## src/rtl/prefetch_fetch_unit.sv

```systemverilog
// prefetch_fetch_unit: MIPS fetch stage with a DEPTH-entry prefetch queue in front of a variable-latency instruction memory
// Ports: PFU_CLK/PFU_RST clock and async active-low reset; PFU_PcSrc/PFU_PcBranch/PFU_PcJump redirect control;
// PFU_StallF decode back-pressure; PFU_MemReq/PFU_MemAddr/PFU_MemGnt request handshake; PFU_MemRspValid/PFU_MemRspData
// in-order responses; PFU_Instr/PFU_PcPlus4/PFU_Valid head of queue; PFU_Count allocated entries.
module prefetch_fetch_unit #(
    parameter int WIDTH = 32,
    parameter int DEPTH = 4,
    parameter logic [WIDTH-1:0] RESET_PC = '0
) (
    input  logic                     PFU_CLK,
    input  logic                     PFU_RST,
    input  logic [1:0]               PFU_PcSrc,
    input  logic [WIDTH-1:0]         PFU_PcBranch,
    input  logic [WIDTH-1:0]         PFU_PcJump,
    input  logic                     PFU_StallF,
    output logic                     PFU_MemReq,
    output logic [WIDTH-1:0]         PFU_MemAddr,
    input  logic                     PFU_MemGnt,
    input  logic                     PFU_MemRspValid,
    input  logic [WIDTH-1:0]         PFU_MemRspData,
    output logic [WIDTH-1:0]         PFU_Instr,
    output logic [WIDTH-1:0]         PFU_PcPlus4,
    output logic                     PFU_Valid,
    output logic [$clog2(DEPTH):0]   PFU_Count
);
    localparam int PW = $clog2(DEPTH);
    localparam int CW = PW + 1;
    logic [WIDTH-1:0] fpc_q, fpc_d;
    logic [WIDTH-1:0] pc4_q [DEPTH];
    logic [WIDTH-1:0] pc4_d [DEPTH];
    logic [WIDTH-1:0] instr_q [DEPTH];
    logic [WIDTH-1:0] instr_d [DEPTH];
    logic [DEPTH-1:0] filled_q, filled_d;
    logic [PW-1:0]    head_q, head_d, tail_q, tail_d, fptr_q, fptr_d;
    logic [CW-1:0]    count_q, count_d, dc_q, dc_d, pend_q, pend_d;
    logic             redirect, gnt, pop, rsp_take, rsp_drop;
    // pend_q counts allocated-but-unfilled slots; fptr_q points at the oldest of them
    assign redirect    = PFU_PcSrc == 2'b01 || PFU_PcSrc == 2'b10;
    assign PFU_MemReq  = PFU_RST && count_q < CW'(DEPTH) && !redirect;
    assign PFU_MemAddr = fpc_q;
    assign gnt         = PFU_MemReq && PFU_MemGnt;
    assign PFU_Valid   = count_q != '0 && filled_q[head_q];
    assign PFU_Instr   = PFU_Valid ? instr_q[head_q] : '0;
    assign PFU_PcPlus4 = PFU_Valid ? pc4_q[head_q] : '0;
    assign PFU_Count   = count_q;
    assign pop         = PFU_Valid && !PFU_StallF && !redirect;
    assign rsp_drop    = PFU_MemRspValid && dc_q != '0;
    assign rsp_take    = PFU_MemRspValid && dc_q == '0 && pend_q != '0;
    always_comb begin
        fpc_d    = fpc_q;
        pc4_d    = pc4_q;
        instr_d  = instr_q;
        filled_d = filled_q;
        tail_d   = tail_q;
        fptr_d   = fptr_q;
        head_d   = head_q + PW'(pop);
        count_d  = count_q + CW'(gnt) - CW'(pop);
        pend_d   = pend_q + CW'(gnt) - CW'(rsp_take);
        dc_d     = dc_q - CW'(rsp_drop);
        if (redirect) begin
            fpc_d    = PFU_PcSrc[0] ? PFU_PcBranch : PFU_PcJump;
            filled_d = '0;
            head_d   = '0;
            tail_d   = '0;
            fptr_d   = '0;
            count_d  = '0;
            pend_d   = '0;
            // every unfilled fetch becomes a discard, less a response consumed this very cycle
            dc_d     = dc_q + pend_q - CW'(rsp_take || rsp_drop);
        end else begin
            if (gnt) begin
                pc4_d[tail_q]    = fpc_q + WIDTH'(4);
                filled_d[tail_q] = 1'b0;
                fpc_d            = fpc_q + WIDTH'(4);
                tail_d           = tail_q + PW'(1);
            end
            if (rsp_take) begin
                instr_d[fptr_q]  = PFU_MemRspData;
                filled_d[fptr_q] = 1'b1;
                fptr_d           = fptr_q + PW'(1);
            end
        end
    end
    always_ff @(posedge PFU_CLK or negedge PFU_RST) begin
        if (!PFU_RST) begin
            fpc_q    <= RESET_PC;
            filled_q <= '0;
            head_q   <= '0;
            tail_q   <= '0;
            fptr_q   <= '0;
            count_q  <= '0;
            dc_q     <= '0;
            pend_q   <= '0;
        end else begin
            fpc_q    <= fpc_d;
            filled_q <= filled_d;
            head_q   <= head_d;
            tail_q   <= tail_d;
            fptr_q   <= fptr_d;
            count_q  <= count_d;
            dc_q     <= dc_d;
            pend_q   <= pend_d;
        end
    end
    // slot payloads are qualified by filled_q and count_q, so they need no reset
    always_ff @(posedge PFU_CLK) begin
        pc4_q   <= pc4_d;
        instr_q <= instr_d;
    end
endmodule
```

## config.mk

```make
export PLATFORM = sky130hd
export DESIGN_NAME = prefetch_fetch_unit
export DESIGN_NICKNAME = d
export VERILOG_FILES = /design/src/rtl/prefetch_fetch_unit.sv
export SDC_FILE = /design/constraint.sdc
export NUM_CORES = 1
export LEC_CHECK = 0
export CELL_PAD_IN_SITES_DETAIL_PLACEMENT = 0
export CELL_PAD_IN_SITES_GLOBAL_PLACEMENT = 1
export CORE_UTILIZATION = 38
export CTS_BUF_LIST = sky130_fd_sc_hd__clkbuf_4 sky130_fd_sc_hd__clkbuf_8
export DETAILED_ROUTE_END_ITERATION = 16
export GPL_TIMING_DRIVEN = 0
export PLACE_DENSITY = 0.69
export SLEW_MARGIN = 20
export SYNTH_ARGS = -nofsm -noshare
export SYNTH_HDL_FRONTEND = slang
export SYNTH_SLANG_ARGS = --single-unit
```

## constraint.sdc

```tcl
create_clock -name PFU_CLK -period 2.7 [get_ports PFU_CLK]
set_clock_uncertainty 0.2 [all_clocks]
set_input_delay 0.405 -clock PFU_CLK [delete_from_list [all_inputs] [get_ports PFU_CLK]]
set_output_delay 0.405 -clock PFU_CLK [all_outputs]
set_load 0.02 [all_outputs]
```

Word level (Yosys, flattened, before mapping)
Cells that the tools add are included.
{ "word_totals": {"input_bits": 103, "ff_bits": 307, "output_inout_bits": 101, "wordCells": 107} }
{ "op_classes": {"mux": 35, "order_cmp": 11, "bitwise": 7, "reduce_logical": 25, "n_addsub": 11, "n_eq_ne": 2} }
{ "ops": {"columns": ["operator", "count"], "rows": [
  ["2-to-1 mux 32 bit", 11],
  ["bitwise mux 128 bit", 2],
  ["binary-select mux 32 bit (select 2 bit)", 2],
  ["demux 32 bit (select 2 bit)", 2],
  ["adder 32 x 3 -> 32 bit, second input constant", 1],
  ["2-to-1 mux 4 bit", 4],
  ["logical AND 1 bit", 13],
  ["subtractor 3 x 1 -> 3 bit", 4],
  ["2-to-1 mux 2 bit", 5],
  ["greater-or-equal comparator 3 bit, second input constant", 3],
  ["< comparator 2 x 3 -> 1 bit, second input constant", 3],
  ["2-to-1 mux 3 bit", 3],
  ["inverter 2 -> 3 bit", 3],
  ["nonzero test 3 bit", 3],
  ["adder 3 x 1 -> 3 bit", 2],
  ["< comparator 3 x 1 -> 1 bit, second input constant", 2],
  ["adder 2 x 1 -> 2 bit, second input constant", 2],
  ["bitwise AND 4 bit", 1],
  ["demux 1 bit (select 2 bit)", 2],
  ["greater-or-equal comparator 2 x 1 -> 1 bit, second input constant", 2],
  ["inverter 4 bit", 1],
  ["OR 4 bit", 1],
  ["AND reduction 2 bit", 2],
  ["nonzero test 2 bit", 2],
  ["other kinds (11)", 15]
]} }

Logic depth before layout (Yosys ltp)
Gate-level depths: netlist (run 1).
{ "logic_depth": {"ltp_word": 11, "depth_mapped": 14, "mapped_depth_nobuf": 11} }

Worst setup path before layout (run 1)
OpenSTA, ideal clock, no wires.
{ "synth_timing": {"kind": "input -> register", "start": "input port PFU_PcSrc[0]", "end": "register count_q[2], in the netlist PFU_Count[2]", "arrival_time_ps": 2571, "cell_stages": 14, "setup_ps": 132, "setup_slack_ps": -203, "cell_sequence": "buf_2 -> nand2b_1 -> buf_2 -> nand2_1 -> clkbuf_1 -> nor3_1 -> ha_1 -> inv_1 -> ha_1 -> inv_1 -> fa_1 -> xor2_1 -> xnor2_1 -> nor2_1"} }
{ "synth_via": {"elab_chain_len": 8, "elab_cells_between_ends": 10, "cone_classes": "add/sub (2); eq/ne (2); mux (1); reduce/logical (5)"} }
{ "synth_rtl": {"columns": ["item", "line_no", "text"], "rows": [
  ["from (decl)", "12", "input logic [1:0] PFU_PcSrc,"],
  ["equality test 2 x 1 -> 1 bit / equality test 2 bit (equally long branches)", "38", "assign redirect = PFU_PcSrc == 2'b01 || PFU_PcSrc == 2'b10;"],
  ["logical OR 1 bit *", "38", null],
  ["zero test 1 bit", "39, 46", null],
  ["logical AND 1 bit", "39", "assign PFU_MemReq = PFU_RST && count_q < CW'(DEPTH) && !redirect;"],
  ["logical AND 1 bit", "41", "assign gnt = PFU_MemReq && PFU_MemGnt;"],
  ["adder 3 x 1 -> 3 bit", "57", "count_d = count_q + CW'(gnt) - CW'(pop);"],
  ["subtractor 3 x 1 -> 3 bit", "57", null],
  ["2-to-1 mux 3 bit *", "60", "if (redirect) begin"],
  ["net count_d[2]", "35", "logic [CW-1:0] count_q, count_d, dc_q, dc_d, pend_q, pend_d;"],
  ["to (signal assigned)", "100", "count_q <= count_d;"],
  ["to (decl)", "35", null]
]} }
Mark *: on every way through the listed nets, which the timed path passes. The rest lies on a longest branch.
A chain may end at the register's enable or synchronous reset.

Final worst setup path (run 1)
{ "layout_timing": {"start": "register head_q[0]", "end": "output port PFU_PcPlus4[20]"} }
{ "layout_via": {"elab_chain_len": 5, "elab_cells_between_ends": 8, "cone_classes": "mux (6); bitwise (1); reduce/logical (1)"} }
{ "layout_rtl": {"columns": ["item", "line_no", "text"], "rows": [
  ["from (decl)", "34", "logic [PW-1:0] head_q, head_d, tail_q, tail_d, fptr_q, fptr_d;"],
  ["from (signal assigned)", "88", "head_q <= '0;"],
  ["from (signal assigned)", "97", "head_q <= head_d;"],
  ["inverter 2 -> 3 bit (implied by the code)", "44", "assign PFU_PcPlus4 = PFU_Valid ? pc4_q[head_q] : '0;"],
  ["binary-select mux 32 bit (select 2 bit)", "44", null],
  ["2-to-1 mux 32 bit (implied by the code) (2 in series)", "44", null],
  ["2-to-1 mux 32 bit *", "44", null],
  ["to (decl)", "22", "output logic [WIDTH-1:0] PFU_PcPlus4,"]
]} }
Every way passes the cells marked *; elsewhere a longest branch is shown, timed or not. The select of a mux whose other input is x is not followed.

==> results of run 1 <==
timing repair:
action | in CTS | in global routing
pin swaps | 7 | 3
hold endpoints to repair | 51 | 51
gates resized for setup | 419 | 116
gates cloned | 9 | 5
setup endpoints to repair | 288 | 302
hold buffers | 2 | 2
buffers inserted | 25 | 15
worst max-delay path, cell delays in order, from the launching register on:
cell and delay (ps):
dfrtp_1 380, mux4_2 560, o31ai_4 130, buf_8 200, buf_6 130, clkbuf_16 150
nor2b_1 50, buf_4 160
cells by family (layout without fill, tap and decap cells):
| kind of cell | after synthesis | in the layout | synth area share |
|---|---|---|---|
| muxes | 79 | 79 | 0.118 |
| DFF | 307 | 307 | 0.661 |
| adders and majority gates | 21 | 21 | 0.0210 |
| xor gates and xnor gates | 42 | 42 | 0.0271 |
| AOI/OAI and AO/OA | 118 | 118 | 0.0588 |
| and+or+nand+nor | 206 | 210 | 0.0914 |
| buffers and inverters | 74 | 416 | 0.0225 |
final cells by class:
cell class / instances / share of cell area
Tap cell: 455 / 0.0307
Clock buffer: 71 / 0.0473
Inverter: 29 / 0.00587
Clock inverter: 18 / 0.0115
Multi-Input combinational cell: 470 / 0.251
Sequential cell: 307 / 0.484
Buffer: 43 / 0.0245
Timing Repair Buffer: 255 / 0.145
sequential cells by signal (all words and copies together), names as in the netlist:
register,flops
PFU_Count,3
PFU_MemAddr,32
dc_q,3
filled_q,4
fptr_q,2
head_q,2
instr_q,128
pc4_q,128
pend_q,3
tail_q,2
per-layer routing:
metal	vias up	routed length, um	track usage
li1	3926	-	-
met1	4380	15700	0.270
met2	233	17900	0.328
met3	61	1810	0.0299
met4	0	935	0.0603
met5	-	0	0
synthesized netlist by cell type, drive strengths merged, types with 9 or more instances:
master	number
a21oi	20
mux2i	13
nor2b	69
o22ai	11
a22oi	9
nand2	33
nand4	11
nor2	40
buf	22
edfxtp	256
inv	29
nand3	10
dfrtp	51
o21ai	27
clkbuf	23
ha	18
xnor2	29
mux4	65
xor2	13
and3	14
worst min-delay path by stage:
| stage | start | endpoint | slack [ps] | depth (start not counted) |
|---|---|---|---|---|
| after CTS | PFU_RST | PFU_MemAddr[4]$_DFFE_PN0P_ | 130 | 2 |
| after floorplan | PFU_RST | PFU_Count[0]$_DFF_PN0_ | -90 | 0 |
| after detailed placement | PFU_RST | PFU_MemAddr[13]$_DFFE_PN0P_ | 50 | 1 |
| after global placement | dc_q[2]$_DFF_PN0_ | dc_q[2]$_DFF_PN0_ | 280 | 1 |
| final | PFU_RST | PFU_MemAddr[13]$_DFFE_PN0P_ | 140 | 2 |
| after global routing | PFU_RST | PFU_MemAddr[4]$_DFFE_PN0P_ | 130 | 2 |
where the power goes:
part	total (uW)	internal (uW)	leakage (uW)	switching, uW
Clock	4350	2570	0.000579	1780
Sequential	5650	5430	0.00291	221
Combinational	1770	837	0.00310	933
stage by stage:
stage	utilization	hold WS [ps]	area [um2]
after floorplan	-	-90.6	13600
after global routing	0.533	128	18500
final	0.533	141	18500
after CTS	0.517	135	18000
after global placement	0.465	275	16200
after detailed placement	0.468	52.6	16300
==> impl_metrics.yaml, run 1 <==
run_status:
  status: "finished with violations"
  violations: "negative setup slack"
synthesis:
  synth-edff-count: 256
  syn_inst: 847
  synth_area_mm2: 0.0136
  synth-seq-cells: 307
  synth_area_leader_cell: "edfxtp_1"
  synth.top_cell.area_share: 0.567
  yosys-top-cells-area: "edfxtp_1 57%, mux4_2 11%, dfrtp_1 9.4%"
  ys.flop_type: "edfxtp_1"
  syn_area_per_cell_um2: 16.0
  async_reset_ff_frac: 0.166
  ys_warn_count: 0
  seq_area_frac_synth: 0.661
  ys_types: 62
  synth_fp_nets: 971
setup_path:
  critPathMaxFanout: 6
  required_ps: 2100
  endpoint: "PFU_PcPlus4[20]"
  r2r_setup_slack_ps: -130
  critPathKind: "reg -> out"
  cp-start-kind: "flip-flop"
  reg2reg_from: "head_q[0]$_DFF_PN0_"
  reg2reg_to: "PFU_Count[2]$_DFF_PN0_"
  crit_path_end_kind: "primary output"
  arrival_ps: 2350
  r2r_cells: 12
  critPathLaunch: "head_q[0]$_DFF_PN0_"
worst_hold_path:
  hold_path_class: "in -> async"
grt:
  antenna_found_initial: 0
  grt_pass1_wl_mm: 53.7
  grt_max_degree: 45
  grt_pass1_vias: 8684
  overflow: 0
  grt_usage: 0.198
power_and_ir_drop:
  p_leak_uw: 0.00659
  power_density_mw_per_mm2: 635
  p_total_uw: 11800
  peakVddDrop_v: 0.000500
floorplan:
  ios: 204
  core_area_mm2: 0.0348
  dieArea_mm2: 0.0365
  rows: 68
  die_h_um: 191
  start_util: 0.390
  die_x_um: 191
route:
  drc_errors: 0
  drt-total-wl_mm: 36.3
  vias: 8600
  viasPerCell: 5.22
  ant_nets: 0
  dr.pass1.iters: 6
  wl_per_cell_um: 22.1
  drt_iter0_markers: 514
finish:
  regArea_mm2: 0.00896
  layout-drive-gt1-share: 0.324
  final_common_cell: "edfxtp_1"
  final_cell_mix: "256 x edfxtp_1, 135 x clkdlybuf4s50_1, 65 x mux4_2"
  syn_to_final_growth_pct: 36.6
  diodes: 0
  stdcell_count: 1648
  nNetsFinal: 1279
  multi_input_area_mm2: 0.00466
  nFillCells: 2838
clock_network:
  cts-buffers-inserted: 49
  clk_pin_slew_ps: 60
  clk_latency_ps: 570
  clkSinkCount: 307
  tritoncts: "done"
  cts_max_path_buffers: 3
  htreeDepth: 2
  clockRootBuffer: "clkbuf_8"
placed_design:
  numPortBuffers: 203
  dp.cells: 1510
  post-dp-hpwl_mm: 23.3
  place_congestion: 0.798
  dpl_worst_slack_ps: -1340
timing:
  finalCritPeriodShare: 1.09
  period_needed_ps: 2950
  setup_viol: 67
  max_slew_margin: 0.450
  rsz0062_at_grt: "yes"
  worst_slew_pin_slew_ps: 826
  fmax_ghz: 0.339
  setup_tns_ps: -11550
  finalHoldViolations: 0
  finalMaxSlewViolations: 0
  timing.final.ws_setup_ps: -251
run:
  maxCapViolCount: 0
Note: power is estimated with default switching activity, not from simulation.
==> run 2, diff against run 1 <==
Settings changed: GPL_TIMING_DRIVEN 0 to unset, MAX_ROUTING_LAYER set to met4.
==> impl_metrics.yaml, run 2 (same netlist as run 1, synthesis figures left out) <==
setup_path:
  critPathMaxStageDelay_ps: 540
  crit_path_end_kind: "primary output"
  critPathMaxFanout: 6
  critPathSlowestCell: "mux4_2"
  cp-start-kind: "flip-flop"
  crit_chain: "mux4_2 > o31ai_4 > buf_6 > clkbuf_16 > nor2b_1 > buf_2"
  critPathKind: "reg -> out"
  arrival_ps: 2290
  required_ps: 2100
grt:
  overflow: 0
  antenna_found_initial: 1
  grt_pass1_wl_mm: 51.8
  grt_pass1_vias: 8729
  grt_max_degree: 66
  grt_usage: 0.196
timing:
  worst_slew_pin_slew_ps: 761
  finalCritPeriodShare: 1.07
  setup_viol: 65
  max_slew_margin: 0.493
  finalMaxSlewViolations: 0
  period_needed_ps: 2900
  finalHoldViolations: 0
  rsz0062_at_grt: "yes"
  timing.final.ws_setup_ps: -196
  fmax_ghz: 0.345
clock_network:
  cts-buffers-inserted: 49
  clockRootBuffer: "clkbuf_8"
  htreeDepth: 2
  tritoncts: "done"
  cts_max_path_buffers: 3
  clk_latency_ps: 580
  clkSinkCount: 307
  clk_pin_slew_ps: 60
power_and_ir_drop:
  peakVddDrop_v: 0.000419
  power_density_mw_per_mm2: 632
  p_leak_uw: 0.00650
placed_design:
  post-dp-hpwl_mm: 22.1
  placed_area_mm2: 0.0168
  numPortBuffers: 203
  place_congestion: 0.782
worst_hold_path:
  hold_path_class: "in -> reg"
route:
  drt-total-wl_mm: 34.4
  dr.pass1.iters: 5
  wl_per_cell_um: 20.9
  viasPerCell: 5.10
  vias: 8387
  ant_nets: 0
  drt_iter0_markers: 460
  drc_errors: 0
finish:
  nFillCells: 2913
  layout-drive-gt1-share: 0.306
  design_area_mm2: 0.0182
  syn_to_final_growth_pct: 34.3
  nNetsFinal: 1277
  final_cell_mix: "256 x edfxtp_1, 136 x clkdlybuf4s50_1, 71 x buf_4"
  final_util: 0.524
  final_common_cell: "edfxtp_1"
run_status:
  status: "finished with violations"
  violations: "negative setup slack"
run:
  maxCapViolCount: 0
floorplan:
  dieArea_mm2: 0.0365
  die_x_um: 191
  rows: 68
  start_util: 0.390
  ios: 204
  core_area_mm2: 0.0348
  die_h_um: 191
run 2: final cells by class:
cell class | count | area, um2 | area share
clock buffers | 64 | 800 | 0.0439
clock inverters | 22 | 203 | 0.0111
flip-flops and latches | 307 | 8970 | 0.492
diodes | 1 | 2.50 | 0.000137
inverters | 29 | 109 | 0.00598
repair buffers | 300 | 3100 | 0.170
well taps | 455 | 569 | 0.0312
multi-input cells | 466 | 4470 | 0.245
run 2: where the power goes:
part	internal, uW	switching, uW
combinational	855	920
clock	2310	1790
sequential	5430	206
total	8590	2910
run 2: per-layer routing:
layer	share of wire	track usage
met3	0.043	0.0323
met1	0.43	0.250
met2	0.50	0.320
met4	0.023	0.0603
met5	0	-
run 2: timing repair:
item,4_1_cts,5_1_grt
resized for setup,346,44
pin swaps,2,5
setup buffers,25,4
gates cloned,4,3
hold buffers,2,0
endpoints found under the setup margin,68,69
endpoints found under the hold margin,51,0
run 2: final timing paths:
path,to,cells after the start,from,slack [ps]
max,PFU_PcPlus4[8],6,head_q[0]$_DFF_PN0_,-200
min,PFU_MemAddr[0]$_DFFE_PN0P_,3,PFU_PcJump[0],260
max reg2reg,PFU_Count[2]$_DFF_PN0_,12,head_q[0]$_DFF_PN0_,-150
min reg2reg,dc_q[2]$_DFF_PN0_,1,dc_q[2]$_DFF_PN0_,310
max in group asynchronous,head_q[1]$_DFF_PN0_,3,PFU_RST,1260
min in group asynchronous,PFU_MemAddr[25]$_DFFE_PN0P_,3,PFU_RST,450
run 2: worst max-delay path: cells and delay by family (launching register included):
| kind | cells | cell delay [ps] |
|---|---|---|
| buffers and inverters | 3 | 560 |
| multiplexers | 1 | 540 |
| flip-flops | 1 | 420 |
| AO/OA/AOI/OAI | 1 | 130 |
| AND/OR/NAND/NOR | 1 | 50 |
run 2: through the flow:
stage | setup slack, ps | total power, uW | hold WS [ps] | setup TNS [ps] | instances
5_1_grt | -284 | 12000 | 230 | -15120 | 1644
4_1_cts | -299 | 11600 | 215 | -14830 | 1641
3_3_place_gp | -299 | 7400 | 29.9 | -912 | 1524
6_report | -196 | 11500 | 258 | -8720 | 1644
2_1_floorplan | -115 | 6620 | -90.6 | -115 | 847
3_5_place_dp | -364 | 7430 | 32.8 | -1230 | 1524
